==> src/rtl/pc_redirect_controller_pkg.sv <==
// Shared definitions for the fetch-stage PC redirect controller.
package pc_redirect_controller_pkg;

  localparam int unsigned ADDR_W_DEF      = 32;
  localparam logic [31:0] RESET_PC_DEF    = 32'h0040_0000;
  // Low PC bits that must be zero for a word-aligned fetch address
  localparam logic [1:0]  WORD_ALIGN_MASK = 2'b11;

  typedef enum logic [1:0] {
    ST_BOOT    = 2'b00,
    ST_RUN     = 2'b01,
    ST_PENDING = 2'b10
  } state_e;

endpackage

==> src/rtl/pc_redirect_controller.sv <==
// Fetch-stage PC owner: arbitrates sequential fetch, ID jumps, EX redirects
// and stalls against the imem ready handshake, and drives pipeline flushes.
// Optional build macro: BRANCH_DELAY_SLOT_EN (honour the MIPS delay slot).
module pc_redirect_controller
  import pc_redirect_controller_pkg::*;
#(
  parameter int unsigned       ADDR_W   = ADDR_W_DEF,
  parameter logic [ADDR_W-1:0] RESET_PC = ADDR_W'(RESET_PC_DEF)
) (
  input  logic              clk,
  input  logic              reset,
  input  logic              stall_i,
  input  logic              id_jump_i,
  input  logic [ADDR_W-1:0] id_jump_target_i,
  input  logic              ex_redirect_i,
  input  logic [ADDR_W-1:0] ex_target_i,
  input  logic              imem_ready_i,
  output logic [ADDR_W-1:0] pc_o,
  output logic [ADDR_W-1:0] pc_plus4_o,
  output logic              fetch_valid_o,
  output logic              flush_if_id_o,
  output logic              flush_id_ex_o,
  output logic              redirect_busy_o,
  output logic              misalign_o
);

  localparam logic [ADDR_W-1:0] PC_STEP = ADDR_W'(4);

  state_e            state_q, state_nxt;
  logic [ADDR_W-1:0] pc_q, pc_nxt;
  logic [ADDR_W-1:0] pc_plus4_q;
  logic [ADDR_W-1:0] pending_q, pending_nxt;
  logic              fetch_valid_q;
  logic              busy_q;
  logic              misalign_q;

  logic              accept_ex_c;
  logic              accept_id_c;
  logic              redirect_c;
  logic [ADDR_W-1:0] raw_target_c;
  logic [ADDR_W-1:0] target_c;
  logic              misalign_c;

  // Redirect acceptance: EX beats ID; ID jumps only count in RUN without a stall
  always_comb begin
    accept_ex_c  = ex_redirect_i && ((state_q == ST_RUN) || (state_q == ST_PENDING));
    accept_id_c  = id_jump_i && !ex_redirect_i && !stall_i && (state_q == ST_RUN);
    redirect_c   = accept_ex_c || accept_id_c;
    raw_target_c = ex_redirect_i ? ex_target_i : id_jump_target_i;
    target_c     = {raw_target_c[ADDR_W-1:2], raw_target_c[1:0] & ~WORD_ALIGN_MASK};
    misalign_c   = redirect_c && (|(raw_target_c[1:0] & WORD_ALIGN_MASK));
  end

  // State, PC and registered status outputs
  always_ff @(posedge clk or posedge reset) begin
    if (reset) begin
      state_q       <= ST_BOOT;
      pc_q          <= RESET_PC;
      pc_plus4_q    <= RESET_PC + PC_STEP;
      pending_q     <= '0;
      fetch_valid_q <= 1'b0;
      busy_q        <= 1'b0;
      misalign_q    <= 1'b0;
    end else begin
      state_q       <= state_nxt;
      pc_q          <= pc_nxt;
      pc_plus4_q    <= pc_nxt + PC_STEP;
      pending_q     <= pending_nxt;
      fetch_valid_q <= (state_nxt == ST_RUN);
      busy_q        <= (state_nxt == ST_PENDING);
      misalign_q    <= misalign_c;
    end
  end

  // Next state plus next-PC priority mux; a redirect the imem cannot take is parked
  always_comb begin
    state_nxt   = state_q;
    pc_nxt      = pc_q;
    pending_nxt = pending_q;
    case (state_q)
      ST_BOOT: begin
        state_nxt = ST_RUN;
      end
      ST_RUN: begin
        if (redirect_c) begin
          if (imem_ready_i) begin
            pc_nxt = target_c;
          end else begin
            state_nxt   = ST_PENDING;
            pending_nxt = target_c;
          end
        end else if (!stall_i && imem_ready_i) begin
          pc_nxt = pc_q + PC_STEP;
        end
      end
      ST_PENDING: begin
        if (accept_ex_c) begin
          if (imem_ready_i) begin
            pc_nxt    = target_c;
            state_nxt = ST_RUN;
          end else begin
            pending_nxt = target_c;
          end
        end else if (imem_ready_i) begin
          pc_nxt    = pending_q;
          state_nxt = ST_RUN;
        end
      end
      default: begin
        state_nxt = ST_BOOT;
      end
    endcase
  end

  // Flushes fire only in the acceptance cycle, never on the PENDING->RUN release
  always_comb begin
    flush_if_id_o = 1'b0;
    flush_id_ex_o = 1'b0;
`ifdef BRANCH_DELAY_SLOT_EN
    flush_if_id_o = accept_ex_c;
`else
    flush_if_id_o = redirect_c;
    flush_id_ex_o = accept_ex_c;
`endif
  end

  assign pc_o            = pc_q;
  assign pc_plus4_o      = pc_plus4_q;
  assign fetch_valid_o   = fetch_valid_q;
  assign redirect_busy_o = busy_q;
  assign misalign_o      = misalign_q;

endmodule

==> config.mk <==
export PLATFORM = sky130hd
export DESIGN_NAME = pc_redirect_controller
export DESIGN_NICKNAME = d
export VERILOG_FILES = /design/src/rtl/pc_redirect_controller_pkg.sv /design/src/rtl/pc_redirect_controller.sv
export SDC_FILE = /design/constraint.sdc
export NUM_CORES = 1
export LEC_CHECK = 0
export CORE_MARGIN = 2
export CORE_UTILIZATION = 40
export CTS_CLUSTER_SIZE = 40
export DETAILED_ROUTE_END_ITERATION = 12
export SYNTH_ARGS = -nofsm -noshare
export SYNTH_HDL_FRONTEND = slang
export SYNTH_SLANG_ARGS = --single-unit
==> constraint.sdc <==
create_clock -name clk -period 4 [get_ports clk]
set_input_delay 0.8 -clock clk [delete_from_list [all_inputs] [get_ports clk]]
set_output_delay 0.8 -clock clk [all_outputs]
set_load 0.02 [all_outputs]
==> flow_metrics.env <==
export IMPL_status="finished, final reports clean"
export IMPL_cts_resized=0
export IMPL_slew_headroom_pct=39.0
export IMPL_finalHoldViolCount=0
export IMPL_maxCapViolCount=0
export IMPL_route_detailed_drc=0
export IMPL_grt_pass1_vias=6611
export IMPL_ys_types=100
export IMPL_ctsHoldBuffers=0
export IMPL_routed_wl_mm=25.3
export IMPL_drt_antenna_violating_nets=0
export IMPL_ys_ff_latch=97
export IMPL_fp_row_count=47
export IMPL_overflow=0
export IMPL_core_area_um2=16500
export IMPL_area_growth_pct=31.6
export IMPL_worst_slew_pin_slew_ps=915
export IMPL_dr_pass1_iters=5
export IMPL_vias_per_cell=5.86
export IMPL_synth_area_um2=6730
export IMPL_cts_setup_buffers=0
export IMPL_total_power_mw=6.81
export IMPL_avgSynthCellArea_um2=9.31
export IMPL_dp_cells=1097
export IMPL_fin_hold_ws_ps=476
export IMPL_rsz0062_at_grt="false"
export IMPL_wl_per_cell_um=22.7
export IMPL_num_vias=6523
export IMPL_placed_cell_area_um2=8560
export IMPL_drive_above_1_share_pct=16.8
export IMPL_fmax_mhz=265
export IMPL_initial_core_util_pct=40.7
export IMPL_syn_inst=723
export IMPL_fin_crit_sh_pct=94.5
export IMPL_clk_pin_slew_worst_paths_ps=80
export IMPL_port_buffers=138
export IMPL_hpwl_mm=19.5
export IMPL_design_die_area_um2=17900
export IMPL_critPathBufInv=2
export IMPL_clk_latency_ps=360
export IMPL_slew_violations=0
export IMPL_drt_initial_drc_count=507
export IMPL_track_usage_pct=28.6
export IMPL_critPathTopFamily="simple AND/OR/NAND/NOR gates"
export IMPL_synth_top_area_share_pct=34.9
export IMPL_power_density_nw_per_um2=768
export IMPL_fin_nets=964
export IMPL_synth_most_common_cell="dfrtp_1"
export IMPL_synth_edf_count=0
export IMPL_die_x_um=134
export IMPL_start_kind="flip-flop"
export IMPL_synth_area_leaders="dfrtp_1, mux2i_1, nand2_1"
export IMPL_io_pins=139
export IMPL_grt_antenna_before_repair=0
export IMPL_cp_required_ps=4290
export IMPL_synth_seq_area_share_pct=36.1
export IMPL_grt_pass1_wl_mm=38.5
export IMPL_min_path_type="reg2reg"
export IMPL_synth_warning_count=0
export IMPL_root_buffer="clkbuf_16"
export IMPL_nFillCells=1512
export IMPL_tns_ps=0
export IMPL_setup_viol=0
export IMPL_gp_congestion=0.950
export IMPL_tritoncts="yes"
export IMPL_cts_max_level=3
export IMPL_ir_drop_mv=0.341
export IMPL_synth_top_cell_by_area="dfrtp_1"
export IMPL_diodes=0
export IMPL_clk_path_buf_depth=2
export IMPL_async_flop_share_pct=100
export IMPL_synthFlopType="dfrtp_1"
export IMPL_crit_fanout=12
export IMPL_critPathMaxStageDelay_ps=630
export IMPL_synth_common_cells="dfrtp_1, nand2_1, o21ai_0, nor2_1, mux2i_1"
export IMPL_final_cells=1113
export IMPL_cp_end_kind="flip-flop"
export IMPL_syn_num_nets=799
export IMPL_post_route_min_period_ps=3780
export IMPL_cts_sinks=97
export IMPL_stdcell_area_um2=8860
export IMPL_finClkSkew_ps=8.39
export IMPL_p_leak_nw=3.76
export IMPL_worst_ep_arrival_time_ps=4070
export IMPL_die_y_um=134
export IMPL_path_cells="inv_1 > ha_1 > and2_1 > buf_4 > o211ai_1 > o22ai_1 > a221o_2 > or3b_4 > nand4b_4 > or2_1 > nor2_1 > xor2_1"
export IMPL_criticalPathCategory="reg2reg"
export IMPL_crit_slowest_cell="ha_1"
export IMPL_numCtsBuffers=9
export IMPL_grt_max_degree=72
export IMPL_r2r_slack_ps=220
## path summary, 6_finish.rpt
kind,depth (start not counted),endpoint,start
hold / removal,2,pending_q[3],pending_q[3]
min in group asynchronous,2,pc_plus4_o[14],reset
max in group asynchronous,3,pc_o[31],reset
setup / recovery,12,pc_plus4_o[22],state_q[0]
setup reg to reg,12,pc_plus4_o[22],state_q[0]
hold reg to reg,2,pending_q[3],pending_q[3]
## cell families (layout without fill, tap and decap cells)
logic type      after synthesis  after routing  share of synthesized area (%)
compound gates              201            201                           20.8
xor+xnor                     32             32                           4.27
fa+ha+maj                     6              6                           1.12
buf+inv                      72            242                           6.41
flops                        97             97                           36.1
mux                          57             57                           8.73
simple gates                258            258                           22.5
## per-stage QoR
step / utilization (%) / worst slack [ps]
floorplan: - / 627
global placement: 51.8 / 78.5
detailed placement: 51.8 / -27.3
CTS: 53.6 / 259
global route: 53.6 / 23.4
finish: 53.6 / 220
## tightest hold or removal path: cells and delay by family (launching register included)
family	cells	cell delay [ps]
AO/OA/AOI/OAI	1	60
AND/OR/NAND/NOR	1	40
flip-flops	1	340
## cell usage in the layout (no fill, tap or decap), types with 5 or more instances in the layout
| cell type | count |
|---|---|
| o22ai_1 | 6 |
| inv_1 | 18 |
| nor2_1 | 47 |
| dfrtp_1 | 94 |
| o211ai_1 | 9 |
| nand2_1 | 69 |
| a211oi_1 | 10 |
| and2_1 | 11 |
| or4_1 | 5 |
| or3_1 | 5 |
| mux2i_1 | 43 |
| a21oi_1 | 39 |
| and3_1 | 6 |
| nand3_1 | 28 |
| clkbuf_16 | 9 |
| mux2_2 | 12 |
| o32ai_1 | 5 |
| nor4_1 | 9 |
| ha_1 | 6 |
| xor2_1 | 10 |
| a31oi_1 | 7 |
| buf_4 | 66 |
| nor3_1 | 11 |
| clkdlybuf4s50_1 | 136 |
| nand2b_1 | 7 |
| o21ai_0 | 51 |
| xnor2_1 | 21 |
| nor3_2 | 5 |
| nand4_1 | 17 |
| o21ai_1 | 9 |
## registers in the layout (all words and copies together), names as in the netlist, named ones only
register and cells:
pending_q 30, pc_o 30, misalign_o 1, fetch_valid_o 1
pc_plus4_o 30, redirect_busy_o 1, state_q 2
## final cells by class
type	count	area, µm²	area share [%]
flip-flops and latches	97	2430	27.4
clock buffers	10	239	2.70
well taps	220	275	3.11
clock inverters	6	61.3	0.692
inverters	22	87.6	0.988
multi-input cells	554	3890	43.9
repair buffers	204	1880	21.2
## where the power goes
part | switching (mW) | total [mW] | leakage [nW] | internal (mW)
Sequential | 0.398 | 1.81 | 1.24 | 1.41
Combinational | 2.41 | 4.11 | 2.38 | 1.71
Clock | 0.432 | 0.885 | 0.144 | 0.454
Total | 3.24 | 6.81 | 3.76 | 3.57
## layer usage
layer,vias to the layer above,track usage (%),part of all wire (%)
li1,3020,-,-
met1,3195,36.3,42
met2,251,48.0,48
met3,57,3.77,5.1
met4,0,14.4,5.0
met5,-,0,0
Note: power is estimated with default switching activity, not from simulation.
